==> src/rtl/core_pkg.sv <==
// Shared definitions for the instruction fetch path: default widths and
// the fetch arbiter state encoding.
package core_pkg;
  localparam int ADDR_W_DEF = 32;
  localparam int INST_W_DEF = 32;

  typedef enum logic [1:0] {
    IDLE  = 2'd0,
    BUSY  = 2'd1,
    DRAIN = 2'd2
  } fetch_state_e;
endpackage

==> src/rtl/rr_arbiter2.sv <==
// Two-requester round-robin grant. The priority pointer only moves when the
// granted transaction completes, so it can be reused by any single-outstanding port.
module rr_arbiter2 (
  input  logic       clk,
  input  logic       reset_n,
  input  logic [1:0] req_i,
  input  logic       upd_i,
  input  logic       upd_idx_i,
  output logic       gnt_vld_o,
  output logic       gnt_idx_o
);
  logic r_prio;

  always_ff @(posedge clk or negedge reset_n) begin
    if (!reset_n)   r_prio <= 1'b0;
    else if (upd_i) r_prio <= ~upd_idx_i;
  end

  assign gnt_vld_o = |req_i;
  assign gnt_idx_o = (&req_i) ? r_prio : req_i[1];
endmodule

==> src/rtl/inst_fetch_arbiter.sv <==
// Shares one instruction memory port between the way0/way1 fetch units with
// round-robin arbitration, one outstanding transaction, and flush-driven drain.
module inst_fetch_arbiter
  import core_pkg::*;
#(
  parameter int ADDR_W = ADDR_W_DEF,
  parameter int INST_W = INST_W_DEF
) (
  input  logic              clk,
  input  logic              reset_n,
  input  logic              way0_request_i,
  input  logic [ADDR_W-1:0] way0_instAddr_i,
  input  logic              way0_flush_i,
  output logic [INST_W-1:0] way0_inst_o,
  output logic              way0_dataOk_o,
  input  logic              way1_request_i,
  input  logic [ADDR_W-1:0] way1_instAddr_i,
  input  logic              way1_flush_i,
  output logic [INST_W-1:0] way1_inst_o,
  output logic              way1_dataOk_o,
  output logic              mem_request_o,
  output logic [ADDR_W-1:0] mem_instAddr_o,
  input  logic [INST_W-1:0] mem_inst_i,
  input  logic              mem_dataOk_i,
  output logic              busy_o,
  output logic              owner_o
);
  fetch_state_e      r_state;
  logic              r_owner;
  logic              r_mem_req;
  logic [ADDR_W-1:0] r_addr;

  logic w_gnt_vld, w_gnt_idx, w_owner_flush, w_upd, w_ok;

  assign w_owner_flush = r_owner ? way1_flush_i : way0_flush_i;
  // Any response while a transaction is outstanding retires it, delivered or not.
  assign w_upd = (r_state != IDLE) && mem_dataOk_i;
  assign w_ok  = (r_state == BUSY) && mem_dataOk_i && !w_owner_flush;

  rr_arbiter2 u_rr (
    .clk       (clk),
    .reset_n   (reset_n),
    .req_i     ({way1_request_i, way0_request_i}),
    .upd_i     (w_upd),
    .upd_idx_i (r_owner),
    .gnt_vld_o (w_gnt_vld),
    .gnt_idx_o (w_gnt_idx)
  );

  always_ff @(posedge clk or negedge reset_n) begin
    if (!reset_n) begin
      r_state   <= IDLE;
      r_owner   <= 1'b0;
      r_mem_req <= 1'b0;
      r_addr    <= '0;
    end else begin
      case (r_state)
        IDLE: if (w_gnt_vld) begin
          r_state   <= BUSY;
          r_owner   <= w_gnt_idx;
          r_addr    <= w_gnt_idx ? way1_instAddr_i : way0_instAddr_i;
          r_mem_req <= 1'b1;
        end
        BUSY: if (mem_dataOk_i) begin
          r_state   <= IDLE;
          r_mem_req <= 1'b0;
        end else if (w_owner_flush) begin
          // Memory cannot abort; keep requesting and swallow the response.
          r_state <= DRAIN;
        end
        DRAIN: if (mem_dataOk_i) begin
          r_state   <= IDLE;
          r_mem_req <= 1'b0;
        end
        default: begin
          r_state   <= IDLE;
          r_mem_req <= 1'b0;
        end
      endcase
    end
  end

  assign way0_dataOk_o  = w_ok && !r_owner;
  assign way1_dataOk_o  = w_ok &&  r_owner;
  assign way0_inst_o    = r_owner ? '0 : mem_inst_i;
  assign way1_inst_o    = r_owner ? mem_inst_i : '0;
  assign mem_request_o  = r_mem_req;
  assign mem_instAddr_o = r_addr;
  assign busy_o         = (r_state != IDLE);
  assign owner_o        = r_owner;
endmodule
==> config.mk <==
export PLATFORM = sky130hd
export DESIGN_NAME = inst_fetch_arbiter
export DESIGN_NICKNAME = d
export VERILOG_FILES = /design/src/rtl/core_pkg.sv /design/src/rtl/rr_arbiter2.sv /design/src/rtl/inst_fetch_arbiter.sv
export SDC_FILE = /design/constraint.sdc
export NUM_CORES = 1
export LEC_CHECK = 0
export CAP_MARGIN = 5
export CORE_AREA = 4 4 129 69
export DETAILED_ROUTE_END_ITERATION = 10
export DIE_AREA = 0 0 133 73
export PLACE_DENSITY = 0.74
export SYNTH_ARGS = -nofsm -noshare
export SYNTH_HDL_FRONTEND = slang
export SYNTH_SLANG_ARGS = --single-unit
==> constraint.sdc <==
create_clock -name clk -period 3.18 [get_ports clk]
set_input_delay 0.477 -clock clk [delete_from_list [all_inputs] [get_ports clk]]
set_output_delay 0.477 -clock clk [all_outputs]
set_load 0.01 [all_outputs]
==> results_dict.tcl <==
set metrics [dict create \
    layout_commonest_cell "clkdlybuf4s50_1" \
    ios 204 \
    cts_made_buffers 5 \
    critPathLaunch "mem_dataOk_i" \
    setup_tns_ns 0 \
    grt_pass1_vias 2682 \
    cp.depth 4 \
    portBuffers 203 \
    nFillCells 710 \
    clock.fmax_mhz 430.4 \
    cp_num_buf_inv 2 \
    r2r-end "mem_instAddr_o[22]" \
    vdd_drop_max_mv 0.3633 \
    die_x_um 133 \
    syn_area_um2 2303 \
    timing.final.hold_violations 0 \
    drt_pass1_iterations 4 \
    clk_pin_slew_worst_paths_ns 0.06 \
    yosys.area.top_type "dfrtp_1" \
    ys_seq_area_frac 0.4020 \
    grt_pass1_wl_um 14330 \
    cts_root_buf "clkbuf_16" \
    clk_path_buf_depth 2 \
    cp-start-kind "input port" \
    std_cell_rows 23 \
    post-route-min-period_ns 2.323 \
    crit_family "buffers and inverters" \
    p_leak_uw 0.001739 \
    ys_ff_latch 37 \
    drive_gt1_frac 0.03368 \
    antennaDiodeCount 0 \
    gp_congestion 0.9142 \
    hold_path.class "input port to asynchronous set/reset pin" \
    start_util 0.2954 \
    path_max_fanout 4 \
    crit_required_ns 2.70 \
    wl_um 9217 \
    grt_use_total 0.1825 \
    final_cell_mix "202 x clkdlybuf4s50_1, 37 x dfrtp_1, 34 x nor2b_1, 34 x nor2_1" \
    slew_headroom 0.4361 \
    slew_viol_final 0 \
    design_area_um2 4538 \
    num_vias 2821 \
    area_delta_synth_final_pct 97.01 \
    slowest_stage "clkdlybuf4s50_1" \
    drc 0 \
    nets 581 \
    reg2reg_slack_ns 1.24 \
    post-route-period-util 0.7306 \
    finClkSkew_ns 0.001649 \
    initialDrtViolationCount 143 \
    muxShareOfSynthArea 0.004345 \
    netlist_instances 287 \
    synth_top_family_by_area "simple AND/OR/NAND/NOR gates" \
    post_cts_resized 0 \
    cts_tree "yes" \
    power_density_nw_per_um2 793.3 \
    avgViaCountPerCell 4.806 \
    cts_setup_buffers 0 \
    die-area_um2 9709 \
    crit_arrival_ns 1.85 \
    synth-xor-area-share 0 \
    hpwlAfterDp_um 7179 \
    grt_max_degree 38 \
    clock_sinks 37 \
    max_cap_viol_count 0 \
    crit_path_frequent_cell "clkdlybuf4s50_1" \
    core_um2 7799 \
    synthAdderAreaFrac 0.01630 \
    path_cells "clkdlybuf4s50_1 -> nand2_1 -> nor3_1 -> clkdlybuf4s50_1" \
    synth_compound_area_frac 0.1934 \
    p_total_uw 3600 \
    antenna_left 0 \
    synthSimpleGateAreaFrac 0.3161 \
    tightestPinTransition_ns 0.8459 \
    yosys_warnings 0 \
    reg2reg_depth 6 \
    htree_levels 2 \
    ys_top_cells_by_area "dfrtp_1 40%, nor2b_1 9.2%, a31oi_1 8.7%" \
    setup_viol 0 \
    syn_nets 393 \
    wire_per_inst_um 15.70 \
    antenna_found_initial 0 \
    place_area_um2 4395 \
    cpPeakStageDelay_ns 0.58 \
    die_y_um 73 \
    clk_latency_ns 0.27 \
    critPathKind "input port to primary output" \
    endpoint_kind "primary output" \
    synth_top_area_share 0.4020 \
    status "finished clean" \
    rsz0062_at_grt "false" \
    crit_end "way1_dataOk_o" \
    holdBufCountCts 0 \
    overflow 0 \
    synth.distinct_cells 31 \
    reg2reg_from "r_state[0]" \
    syn_avg_cell_area_um2 8.026 \
]
Yosys cell counts, drive strengths merged:
| cell | number |
|---|---|
| and2 | 32 |
| o21ai | 33 |
| clkbuf | 15 |
| ha | 3 |
| nand3 | 32 |
| nand2 | 1 |
| o32ai | 1 |
| o31ai | 1 |
| a211o | 1 |
| a31oi | 32 |
| nor3 | 2 |
| a311o | 1 |
| a21oi | 2 |
| nor2 | 34 |
| buf | 13 |
| o22a | 1 |
| mux2i | 1 |
| o21a | 1 |
| a221oi | 1 |
| nand2b | 1 |
| nor2b | 34 |
| and2b | 1 |
| inv | 6 |
| a311oi | 1 |
| dfrtp | 37 |
area by class of cell:
class                           instances  area [um2]  share of cell area
Inverter                                6       22.52            0.004963
Sequential cell                        37       925.9              0.2040
Timing Repair Buffer                  209        2085              0.4593
Tap cell                              112       140.1             0.03088
Multi-Input combinational cell        216        1222              0.2694
Clock buffer                            7       142.6             0.03143
power by group:
group / switching (uW) / total [uW] / internal [uW]
sequential: 131 / 848 / 717
clock: 177 / 484 / 308
combinational: 1050 / 2270 / 1220
cells by family (layout without fill, tap and decap cells):
family	count (synthesis)	count (layout)
AOI/OAI and AO/OA	75	75
adders and majority gates	3	3
buffers and inverters	34	222
DFF	37	37
muxes	1	1
and+or+nand+nor	137	137
layer usage:
layer | vias up | share of wire | global-route usage
met1 | 1326 | 0.47 | 0.2572
met4 | 0 | 0.0034 | 0.02650
met5 | - | 0 | 0
met3 | 2 | 0.078 | 0.05923
li1 | 1369 | - | -
met2 | 124 | 0.44 | 0.2803
how the worst min path moves through the flow:
stage                        startpoint                 end  slack (ns)  cells past startpoint
after floorplan                 reset_n   mem_instAddr_o[0]        0.18                      0
after detailed placement  mem_request_o       mem_request_o        0.49                      1
final                           reset_n  mem_instAddr_o[20]        0.31                      1
after global routing            reset_n  mem_instAddr_o[24]        0.37                      1
after CTS                       reset_n  mem_instAddr_o[18]        0.34                      1
after global placement    mem_request_o       mem_request_o        0.50                      1
state kept, by name (all words and copies together), names as in the netlist:
| signal | count |
|---|---|
| u_rr.r_prio | 1 |
| owner_o | 1 |
| r_state | 2 |
| mem_request_o | 1 |
| mem_instAddr_o | 32 |
per-stage QoR:
step	hold slack (ns)	std cells	utilization	setup slack (ns)
after floorplan	0.1814	287	-	1.556
after global placement	0.4989	580	0.5636	0.8754
after detailed placement	0.4947	580	0.5636	0.8787
after CTS	0.3396	587	0.5819	0.8628
after global routing	0.3735	587	0.5819	0.7466
final	0.3080	587	0.5819	0.8568
No activity file was read; power rests on OpenSTA's default activity.
